<file path="src/rtl/tc_pl_cap_gain_pkg.sv">
// -----------------------------------------------------------------------------
// tc_pl_cap_gain_pkg
// Shared definitions for the capture-gain DAC serial-frame receiver:
//   - receiver FSM state encoding
//   - cmd/addr field positions inside a frame (offsets counted down from the MSB)
//   - default channel A/B address-field values
// -----------------------------------------------------------------------------
package tc_pl_cap_gain_pkg;

    // Receiver FSM states
    typedef enum logic [1:0] {
        ST_WAIT_HI = 2'd0,   // wait for CSN high after reset before decoding anything
        ST_IDLE    = 2'd1,   // between frames
        ST_SHIFT   = 2'd2,   // frame in progress, shifting bits in
        ST_CHECK   = 2'd3    // frame ended, judge length and publish
    } rx_state_e;

    // Field layout: cmd is the top nibble, addr the next nibble, data the rest.
    localparam int CMD_W        = 4;
    localparam int ADDR_W       = 4;
    localparam int CMD_MSB_OFS  = 1;   // cmd MSB  = FRAME_W - CMD_MSB_OFS
    localparam int ADDR_MSB_OFS = 5;   // addr MSB = FRAME_W - ADDR_MSB_OFS

    // Default address-field values for the two gain channels
    localparam logic [ADDR_W-1:0] ADDR_A_DEF = 4'b0001;
    localparam logic [ADDR_W-1:0] ADDR_B_DEF = 4'b1000;

endpackage

</file>
<file path="src/rtl/tc_pl_sync_edge.sv">
// -----------------------------------------------------------------------------
// tc_pl_sync_edge
// Brings one asynchronous pin into the clk domain through a SYNC_STAGES flop
// chain and detects edges by comparing the last stage against one more register.
//
// Ports:
//   clk   in  : system clock
//   rst   in  : asynchronous active-low reset
//   d     in  : asynchronous input pin
//   lvl   out : synchronized level
//   rise  out : one-cycle pulse on a synchronized 0->1 transition
//   fall  out : one-cycle pulse on a synchronized 1->0 transition
// -----------------------------------------------------------------------------
module tc_pl_sync_edge #(
    parameter int SYNC_STAGES = 2
) (
    input  logic clk,
    input  logic rst,
    input  logic d,
    output logic lvl,
    output logic rise,
    output logic fall
);

    logic [SYNC_STAGES-1:0] sync_r;
    logic                   prev_r;

    // Synchronizer chain plus the edge-detect history register
    always_ff @(posedge clk or negedge rst) begin
        if (!rst) begin
            sync_r <= {SYNC_STAGES{1'b0}};
            prev_r <= 1'b0;
        end else begin
            sync_r <= {sync_r[SYNC_STAGES-2:0], d};
            prev_r <= sync_r[SYNC_STAGES-1];
        end
    end

    assign lvl  = sync_r[SYNC_STAGES-1];
    assign rise = sync_r[SYNC_STAGES-1] & ~prev_r;
    assign fall = ~sync_r[SYNC_STAGES-1] & prev_r;

endmodule

</file>
<file path="src/rtl/tc_pl_cap_gain_dac_rx.sv">
// -----------------------------------------------------------------------------
// tc_pl_cap_gain_dac_rx
// Loopback/readback receiver for the capture-gain DAC serial link. Snoops the
// DAC0_SCK/DAC0_CSN/DAC0_SDI lines, deserializes each chip-select frame (MSB
// first), checks that exactly FRAME_W bits were clocked, and latches good
// frames addressed to channel A or B so the PL can compare them against the
// gain values it programmed.
//
// Ports:
//   clk       in          : system clock
//   rst       in          : asynchronous active-low reset
//   DAC0_SCK  in          : serial clock (asynchronous to clk)
//   DAC0_CSN  in          : frame select, active-low
//   DAC0_SDI  in          : serial data, MSB first
//   rx_word   out FRAME_W : last good frame
//   rx_valid  out         : one-cycle pulse when rx_word is updated
//   rx_err    out         : one-cycle pulse when a frame had the wrong length
//   rd_dacA   out FRAME_W : last good frame addressed to ADDR_A
//   rd_dacB   out FRAME_W : last good frame addressed to ADDR_B
//   rx_busy   out         : frame in progress (SHIFT or CHECK)
//   good_cnt  out CNT_W   : good-frame count, saturating
//   err_cnt   out CNT_W   : errored-frame count, saturating
// -----------------------------------------------------------------------------
module tc_pl_cap_gain_dac_rx
    import tc_pl_cap_gain_pkg::*;
#(
    parameter int                FRAME_W     = 32,
    parameter int                SYNC_STAGES = 2,
    parameter logic [ADDR_W-1:0] ADDR_A      = ADDR_A_DEF,
    parameter logic [ADDR_W-1:0] ADDR_B      = ADDR_B_DEF,
    parameter int                CNT_W       = 16
) (
    input  logic               clk,
    input  logic               rst,
    input  logic               DAC0_SCK,
    input  logic               DAC0_CSN,
    input  logic               DAC0_SDI,
    output logic [FRAME_W-1:0] rx_word,
    output logic               rx_valid,
    output logic               rx_err,
    output logic [FRAME_W-1:0] rd_dacA,
    output logic [FRAME_W-1:0] rd_dacB,
    output logic               rx_busy,
    output logic [CNT_W-1:0]   good_cnt,
    output logic [CNT_W-1:0]   err_cnt
);

    // One extra bit so the counter can reach FRAME_W itself
    localparam int                  BIT_CNT_W = $clog2(FRAME_W) + 1;
    localparam logic [BIT_CNT_W-1:0] FRAME_LEN = BIT_CNT_W'(FRAME_W);
    localparam logic [CNT_W-1:0]     CNT_MAX   = {CNT_W{1'b1}};

    // Synchronized pin views
    logic sck_rise_s;
    logic sck_lvl_unused_s;
    logic sck_fall_unused_s;
    logic csn_lvl_s;
    logic csn_rise_s;
    logic csn_fall_s;
    logic sdi_lvl_s;
    logic sdi_rise_unused_s;
    logic sdi_fall_unused_s;

    // FSM and datapath
    rx_state_e             state_r;
    rx_state_e             state_next_s;
    logic [FRAME_W-1:0]    shift_r;
    logic [BIT_CNT_W-1:0]  bit_cnt_r;
    logic                  ovf_r;
    logic                  frame_start_s;
    logic                  shift_en_s;
    logic                  frame_good_s;
    logic [ADDR_W-1:0]     addr_s;

    // Registered outputs
    logic [FRAME_W-1:0]    rx_word_r;
    logic                  rx_valid_r;
    logic                  rx_err_r;
    logic [FRAME_W-1:0]    rd_dac_a_r;
    logic [FRAME_W-1:0]    rd_dac_b_r;
    logic                  rx_busy_r;
    logic [CNT_W-1:0]      good_cnt_r;
    logic [CNT_W-1:0]      err_cnt_r;

    tc_pl_sync_edge #(.SYNC_STAGES(SYNC_STAGES)) u_sync_sck (
        .clk  (clk),
        .rst  (rst),
        .d    (DAC0_SCK),
        .lvl  (sck_lvl_unused_s),
        .rise (sck_rise_s),
        .fall (sck_fall_unused_s)
    );

    tc_pl_sync_edge #(.SYNC_STAGES(SYNC_STAGES)) u_sync_csn (
        .clk  (clk),
        .rst  (rst),
        .d    (DAC0_CSN),
        .lvl  (csn_lvl_s),
        .rise (csn_rise_s),
        .fall (csn_fall_s)
    );

    // SDI shares the SCK synchronizer depth so data and clock stay aligned
    tc_pl_sync_edge #(.SYNC_STAGES(SYNC_STAGES)) u_sync_sdi (
        .clk  (clk),
        .rst  (rst),
        .d    (DAC0_SDI),
        .lvl  (sdi_lvl_s),
        .rise (sdi_rise_unused_s),
        .fall (sdi_fall_unused_s)
    );

    // IDLE is only ever entered with CSN high, so a low synchronized level in
    // IDLE means a fall happened. This also catches a fall that landed while
    // the FSM was still in CHECK and whose edge pulse has already gone.
    assign frame_start_s = csn_fall_s | ~csn_lvl_s;

    // A CSN rise in the same cycle as an SCK rise ends the frame; the SCK
    // edge is dropped.
    assign shift_en_s   = (state_r == ST_SHIFT) & sck_rise_s & ~csn_rise_s;
    assign frame_good_s = (bit_cnt_r == FRAME_LEN) & ~ovf_r;
    assign addr_s       = shift_r[FRAME_W-ADDR_MSB_OFS -: ADDR_W];

    // FSM state register
    always_ff @(posedge clk or negedge rst) begin
        if (!rst) begin
            state_r <= ST_WAIT_HI;
        end else begin
            state_r <= state_next_s;
        end
    end

    // FSM next-state logic
    always_comb begin
        state_next_s = state_r;
        case (state_r)
            ST_WAIT_HI: begin
                if (csn_lvl_s) begin
                    state_next_s = ST_IDLE;
                end else begin
                    state_next_s = ST_WAIT_HI;
                end
            end
            ST_IDLE: begin
                // CSN rises seen here are glitches and are ignored
                if (frame_start_s) begin
                    state_next_s = ST_SHIFT;
                end else begin
                    state_next_s = ST_IDLE;
                end
            end
            ST_SHIFT: begin
                if (csn_rise_s) begin
                    state_next_s = ST_CHECK;
                end else begin
                    state_next_s = ST_SHIFT;
                end
            end
            ST_CHECK: begin
                state_next_s = ST_IDLE;
            end
            default: begin
                state_next_s = ST_WAIT_HI;
            end
        endcase
    end

    // Shift register, bit counter and sticky overflow flag
    always_ff @(posedge clk or negedge rst) begin
        if (!rst) begin
            shift_r   <= {FRAME_W{1'b0}};
            bit_cnt_r <= {BIT_CNT_W{1'b0}};
            ovf_r     <= 1'b0;
        end else begin
            case (state_r)
                ST_IDLE: begin
                    if (frame_start_s) begin
                        shift_r   <= {FRAME_W{1'b0}};
                        bit_cnt_r <= {BIT_CNT_W{1'b0}};
                        ovf_r     <= 1'b0;
                    end
                end
                ST_SHIFT: begin
                    if (shift_en_s) begin
                        shift_r <= {shift_r[FRAME_W-2:0], sdi_lvl_s};
                        // Counter parks at FRAME_W; any further bit is an overrun
                        if (bit_cnt_r == FRAME_LEN) begin
                            ovf_r <= 1'b1;
                        end else begin
                            bit_cnt_r <= bit_cnt_r + BIT_CNT_W'(1);
                        end
                    end
                end
                default: begin
                    shift_r   <= shift_r;
                    bit_cnt_r <= bit_cnt_r;
                    ovf_r     <= ovf_r;
                end
            endcase
        end
    end

    // Frame verdict: publish good frames, count both outcomes, pulse flags
    always_ff @(posedge clk or negedge rst) begin
        if (!rst) begin
            rx_word_r  <= {FRAME_W{1'b0}};
            rx_valid_r <= 1'b0;
            rx_err_r   <= 1'b0;
            rd_dac_a_r <= {FRAME_W{1'b0}};
            rd_dac_b_r <= {FRAME_W{1'b0}};
            good_cnt_r <= {CNT_W{1'b0}};
            err_cnt_r  <= {CNT_W{1'b0}};
        end else begin
            rx_valid_r <= 1'b0;
            rx_err_r   <= 1'b0;
            if (state_r == ST_CHECK) begin
                if (frame_good_s) begin
                    rx_word_r  <= shift_r;
                    rx_valid_r <= 1'b1;
                    if (good_cnt_r != CNT_MAX) begin
                        good_cnt_r <= good_cnt_r + CNT_W'(1);
                    end
                    if (addr_s == ADDR_A) begin
                        rd_dac_a_r <= shift_r;
                    end else if (addr_s == ADDR_B) begin
                        rd_dac_b_r <= shift_r;
                    end else begin
                        rd_dac_a_r <= rd_dac_a_r;
                    end
                end else begin
                    rx_err_r <= 1'b1;
                    if (err_cnt_r != CNT_MAX) begin
                        err_cnt_r <= err_cnt_r + CNT_W'(1);
                    end
                end
            end
        end
    end

    // Busy follows the state the FSM is about to be in, so it lines up with it
    always_ff @(posedge clk or negedge rst) begin
        if (!rst) begin
            rx_busy_r <= 1'b0;
        end else begin
            rx_busy_r <= (state_next_s == ST_SHIFT) || (state_next_s == ST_CHECK);
        end
    end

    assign rx_word  = rx_word_r;
    assign rx_valid = rx_valid_r;
    assign rx_err   = rx_err_r;
    assign rd_dacA  = rd_dac_a_r;
    assign rd_dacB  = rd_dac_b_r;
    assign rx_busy  = rx_busy_r;
    assign good_cnt = good_cnt_r;
    assign err_cnt  = err_cnt_r;

endmodule

</file>
<file path="config.mk">
export PLATFORM = sky130hd
export DESIGN_NAME = tc_pl_cap_gain_dac_rx
export DESIGN_NICKNAME = d
export VERILOG_FILES = /design/src/rtl/tc_pl_cap_gain_pkg.sv /design/src/rtl/tc_pl_sync_edge.sv /design/src/rtl/tc_pl_cap_gain_dac_rx.sv
export SDC_FILE = /design/constraint.sdc
export NUM_CORES = 1
export LEC_CHECK = 0
export ABC_AREA = 0
export CAP_MARGIN = 10
export CORE_MARGIN = 8
export CORE_UTILIZATION = 35
export CTS_CLUSTER_DIAMETER = 200
export DETAILED_ROUTE_END_ITERATION = 6
export GPL_ROUTABILITY_DRIVEN = 0
export GPL_TIMING_DRIVEN = 0
export PLACE_DENSITY = 0.65
export SYNTH_ARGS = -nofsm -noshare
export SYNTH_HDL_FRONTEND = slang
export SYNTH_HIERARCHICAL = 1
export SYNTH_SLANG_ARGS = --single-unit
</file>
<file path="constraint.sdc">
create_clock -name clk -period 2.05 [get_ports clk]
set_input_delay 0.41 -clock clk [delete_from_list [all_inputs] [get_ports clk]]
set_output_delay 0.41 -clock clk [all_outputs]
set_load 0.03 [all_outputs]
</file>
Yosys cells after proc, flatten, opt, wreduce, memory -nomap -nowiden
Index checks and enable logic that the tools add are counted.

word-level totals
  flip-flop bits (word level) = 180
  input port bits = 5
  output and inout bits = 131
  logic and storage cells = 78

cells by class
  add/subtract/negate cells = 3
  equal/unequal tests = 14
  muxes and demuxes = 19
  bitwise logic cells = 14
  reduce and logical (&&, ||, !) cells = 11

operators with widths
  operator               count
  $mux 32                2
  $pmux 32 s2            1
  $add 16x1->16 const B  2
  $ne 16x16->1 const B   2
  $mux 6                 3
  $pmux 6 s2             1
  $reduce_and 3->1       4
  $reduce_and 4->1       3
  $mux 1                 9
  $eq 2x2->1 const B     4
  $pmux 2 s4             1
  $not 1->1              7
  $add 6x1->6 const B    1
  $and 1x1->1            6
  $eq 6x6->1 const B     1
  $ne 2x2->1 const B     3
  $eq 4x1->1 const B     1
  $eq 4x4->1 const B     1
  $eq 2x1->1 const B     1
  $logic_not 2->1        1
  $mux 2                 1
  $ne 2x1->1 const B     1
  $pmux 1 s2             1
  $reduce_and 2->1       1
  3 further kinds        3

Longest topological paths before layout
  depth in word-level cells = 7
  mapped depth = 9

By module
The synthesis kept the hierarchy.

by module, submodules not included
  module                 times used  cells each  area each (um^2)  seq. area each (um^2)
  tc_pl_cap_gain_dac_rx  1           555         6892.9            4279.1
  tc_pl_sync_edge        3           5           90.1              75.1

Worst setup path before layout
Ideal clock, no wire load.

  path type = register to register
  start point = register good_cnt_r[0] (netlist: good_cnt[0])
  end point = register good_cnt_r[13] (netlist: good_cnt[13])
  data arrival time = 2.076 ns
  data required time = 1.913 ns
  setup slack = -0.163 ns
  cell stages (with the launch flop) = 7
  buffers on the path = 1
  period minus slack after synthesis = 2.213 ns
  cell sequence = dfrtp_1 ha_1 nand3_1 nor4b_1 clkbuf_1 nor3_1 xor2_1

between the ends
  longest elaborated chain between the ends = 2

ends and longest elaborated chain
  element                                                                line                          text
  start: declaration                                                     tc_pl_cap_gain_dac_rx.sv:82   logic [CNT_W-1:0] good_cnt_r;
  start signal: assignment                                               tc_pl_cap_gain_dac_rx.sv:211  good_cnt_r <= {CNT_W{1'b0}};
  start signal: assignment                                               tc_pl_cap_gain_dac_rx.sv:221  good_cnt_r <= good_cnt_r + CNT_W'(1);
  parallel branches: the longest is 2 deep, another holds $add 16x1->16  n/a

Several ways; the timed one is not identified.
A chain may end at the register's enable or synchronous reset.

Worst setup path in the final report
  start point = register bit_cnt_r[4]
  end point = register rd_dac_a_r[22] (netlist: rd_dacA[22])

between the ends
  longest elaborated chain between the ends = 3

ends and longest elaborated chain
  element                            line                          text
  start: declaration                 tc_pl_cap_gain_dac_rx.sv:68   logic [BIT_CNT_W-1:0] bit_cnt_r;
  start signal: assignment           tc_pl_cap_gain_dac_rx.sv:172  bit_cnt_r <= {BIT_CNT_W{1'b0}};
  start signal: assignment           tc_pl_cap_gain_dac_rx.sv:179  bit_cnt_r <= {BIT_CNT_W{1'b0}};
  start signal: assignment           tc_pl_cap_gain_dac_rx.sv:190  bit_cnt_r <= bit_cnt_r + BIT_CNT_W'(1);
  $eq 6x6->1                         tc_pl_cap_gain_dac_rx.sv:121  assign frame_good_s = (bit_cnt_r == FRAME_LEN) & ~ovf_r;
  $and 1x1->1                        tc_pl_cap_gain_dac_rx.sv:121
  $reduce_and 3->1 (no source line)  n/a
  end signal: assignment             tc_pl_cap_gain_dac_rx.sv:209  rd_dac_a_r <= {FRAME_W{1'b0}};
  end signal: assignment             tc_pl_cap_gain_dac_rx.sv:224  rd_dac_a_r <= shift_r;
  end signal: assignment             tc_pl_cap_gain_dac_rx.sv:228  rd_dac_a_r <= rd_dac_a_r;
  end: declaration                   tc_pl_cap_gain_dac_rx.sv:79   logic [FRAME_W-1:0] rd_dac_a_r;

Every way passes these cells.

==> Implementation_results.wiki <==
{| class="wikitable"
! Metric !! Value
|-
| Run status || finished, violations left
|-
| Violations in the final reports || setup timing
|-
| Launch instance of the worst min-delay path || u_sync_csn/sync_r[0]
|-
| Via count of the first global-routing pass || 4948
|-
| Number of cells traversed by the worst hold path || 0
|-
| IR Drop Worst-Case VDD || 0.000601 V
|-
| Register-to-Register Path Depth || 7
|-
| Vias/cell || 4.83
|-
| Number of iterations in the first detailed-routing pass || 4
|-
| Total power density per cell area || 800 mW/mm2
|-
| H-tree Lvls || 4
|-
| Maximum fanout count along the critical path || 5
|-
| Overall global routing resource usage || 0.141
|-
| Die width || 159 um
|-
| Total via count in the routed design || 4941
|-
| Most common cell after layout, fill and taps aside || dfrtp_1
|-
| Deepest clock path buffer count || 2
|-
| Unrepaired setup endpoints after global routing || true
|-
| Clock Latency Late Sink || 430 ps
|-
| Crit path required time || 2360 ps
|-
| Half-perimeter wire length of the detailed placement result || 11600 um
|-
| Routed len/inst || 16.8 um
|-
| Iteration-0 DRC count of the detailed router || 245
|-
| Layout overhead on the synthesized area || 39.3%
|-
| Worst Setup End Kind || register
|-
| Number of failing setup endpoints in the final timing report || 65
|-
| Starting utilization of the core area || 0.354
|-
| Number of antenna violations at the first check in global routing || 0
|-
| Number of buffers created by CTS || 17
|-
| Post-Synthesis Mean Instance Area || 12.6 um2
|-
| Fmax || 461 MHz
|-
| Worst-case clock skew || 11.4 ps
|-
| Kind of path behind the tightest hold check || reg -> reg
|-
| End point of the most critical hold path || u_sync_csn/sync_r[1]
|-
| Total die area || 0.0251 mm2
|-
| Worst reg2reg setup slack || -120 ps
|-
| Total leakage power || 4.85 nW
|-
| Hold violation count in the final report || 0
|-
| Cell family with the largest share of critical-path delay || simple AND/OR/NAND/NOR gates
|-
| DRC || 0
|-
| Startpoint of the worst-slack reg-to-reg timing path || bit_cnt_r[4]
|-
| Worst-case setup margin in the final layout || -117 ps
|-
| Synth warnings || 6
|-
| Final net count || 750
|-
| Clock period minus final worst setup slack || 2170 ps
|-
| Antenna diode count || 0
|-
| Critical Path Start Type || register
|-
| Chain of cells forming the critical path || or4b_4 -> or2_1 -> buf_6 -> clkinv_8 -> nand4b_4 -> buf_8 -> mux2_4
|-
| Actual transition at the worst max-transition pin || 551 ps
|-
| Number of routed nets with antenna violations || 0
|-
| Buffer and inverter count on the worst path || 3
|-
| Post-Syn Nets || 575
|-
| Worst Hold Margin || 352 ps
|-
| TritonCTS clock tree || done
|-
| Worst slew margin relative to its limit || 0.633
|-
| Ports placed on the boundary || 136
|-
| Aggregate global routing overflow || 0
|-
| Endpoint of the worst register-to-register path || rd_dacA[22]
|-
| Synthesized area || 0.00711 mm2
|-
| Share of the clock period used by the worst path || 1.06
|-
| Share of cells above drive strength 1 || 0.219
|-
| Count of final max-slew check failures || 0
|-
| Max capacitance violation total || 0
|-
| Worst-path clk slew || 70 ps
|-
| Setup TNS || -5110 ps
|-
| FP Rows || 52
|-
| Post-Syn Instances || 566
|-
| Largest net degree at the start of global routing || 110
|-
| Post-Place Worst Slack || -929 ps
|-
| Leading cell types in the layout, fill and taps excluded || dfrtp_1 (178), clkdlybuf4s50_1 (125), nand2_1 (112)
|-
| PortBufs || 135
|-
| Number of filler cells placed in the layout || 1772
|-
| Endpoint arrival time on the critical path || 2480 ps
|-
| Crit Path Category || reg -> reg
|-
| Wire length of the first global-routing pass || 27500 um
|-
| Total routed wirelength || 17200 um
|-
| Core outline area || 0.0201 mm2
|-
| Master cell of the clock root buffer || clkbuf_16
|-
| Vert. Die Dim || 159 um
|-
| Worst path slowest cell || or4b_4
|-
| Sinks on Clock Net || 179
|-
| Critical Path Max Stage Delay || 540 ps
|-
| Final cell utilization of the core || 0.493
|}
-- flip-flops by register name, summed over array words and instances, names as in the netlist, named ones only --
signal             flops
bit_cnt_r              6
err_cnt               16
good_cnt              16
ovf_r                  1
rd_dacA               32
rd_dacB               32
rx_err                 1
rx_valid               1
rx_word               32
shift_r               32
state_r                1
u_sync_csn/prev_r      1
u_sync_csn/sync_r      2
u_sync_sck/prev_r      1
u_sync_sck/sync_r      2
u_sync_sdi/sync_r      2
-- through the flow --
step,cells,cell area (um2),power (mW)
floorplan,566,7130,4.32
global placement,971,8820,4.67
detailed placement,972,8860,4.69
CTS,1015,9740,8.02
global route,1024,9910,8.31
finish,1024,9910,7.93
-- layout make-up --
class,count,area (um2),area share
inverter,8,42.5,0.00429
clock buffer,17,425,0.0429
clock inverter,15,189,0.0191
sequential,179,4480,0.452
buffer,24,206,0.0208
tap,270,338,0.0341
multi-input combinational,353,2640,0.267
timing repair buffer,158,1590,0.160
-- where the power goes --
part | switching, mW | internal [mW] | total, mW
clock network | 1.57 | 1.66 | 3.23
registers | 0.143 | 3.63 | 3.77
logic | 0.580 | 0.347 | 0.926
-- metal layers --
| metal | vias up | global-route usage | share of wire |
|---|---|---|---|
| met2 | 117 | 0.213 | 0.45 |
| met3 | 18 | 0.0429 | 0.069 |
| met1 | 2474 | 0.190 | 0.46 |
| met4 | 0 | 0.0458 | 0.012 |
| li1 | 2332 | - | - |
| met5 | - | 0 | 0 |
-- worst max-delay path by stage --
stage / startpoint / cells after the start / endpoint / slack (ps)
global route: bit_cnt_r[4] / 7 / rd_dacA[5] / -220
global placement: rst / 1 / rd_dacB[14] / -6990
detailed placement: state_r[0] / 6 / shift_r[12] / -930
floorplan: bit_cnt_r[4] / 5 / err_cnt[14] / -30
CTS: bit_cnt_r[4] / 7 / rd_dacA[10] / -130
finish: bit_cnt_r[4] / 7 / rd_dacA[22] / -120
-- what timing repair did --
| action | in CTS | in global routing |
|---|---|---|
| buffers inserted | 11 | 9 |
| resized for setup | 40 | 35 |
| setup endpoints to repair | 156 | 152 |
| hold buffers | 1 | 0 |
| hold endpoints to repair | 70 | 0 |
| pin swaps | 2 | 7 |
| cloned | 1 | 1 |
Note: power is estimated with default switching activity, not from simulation.
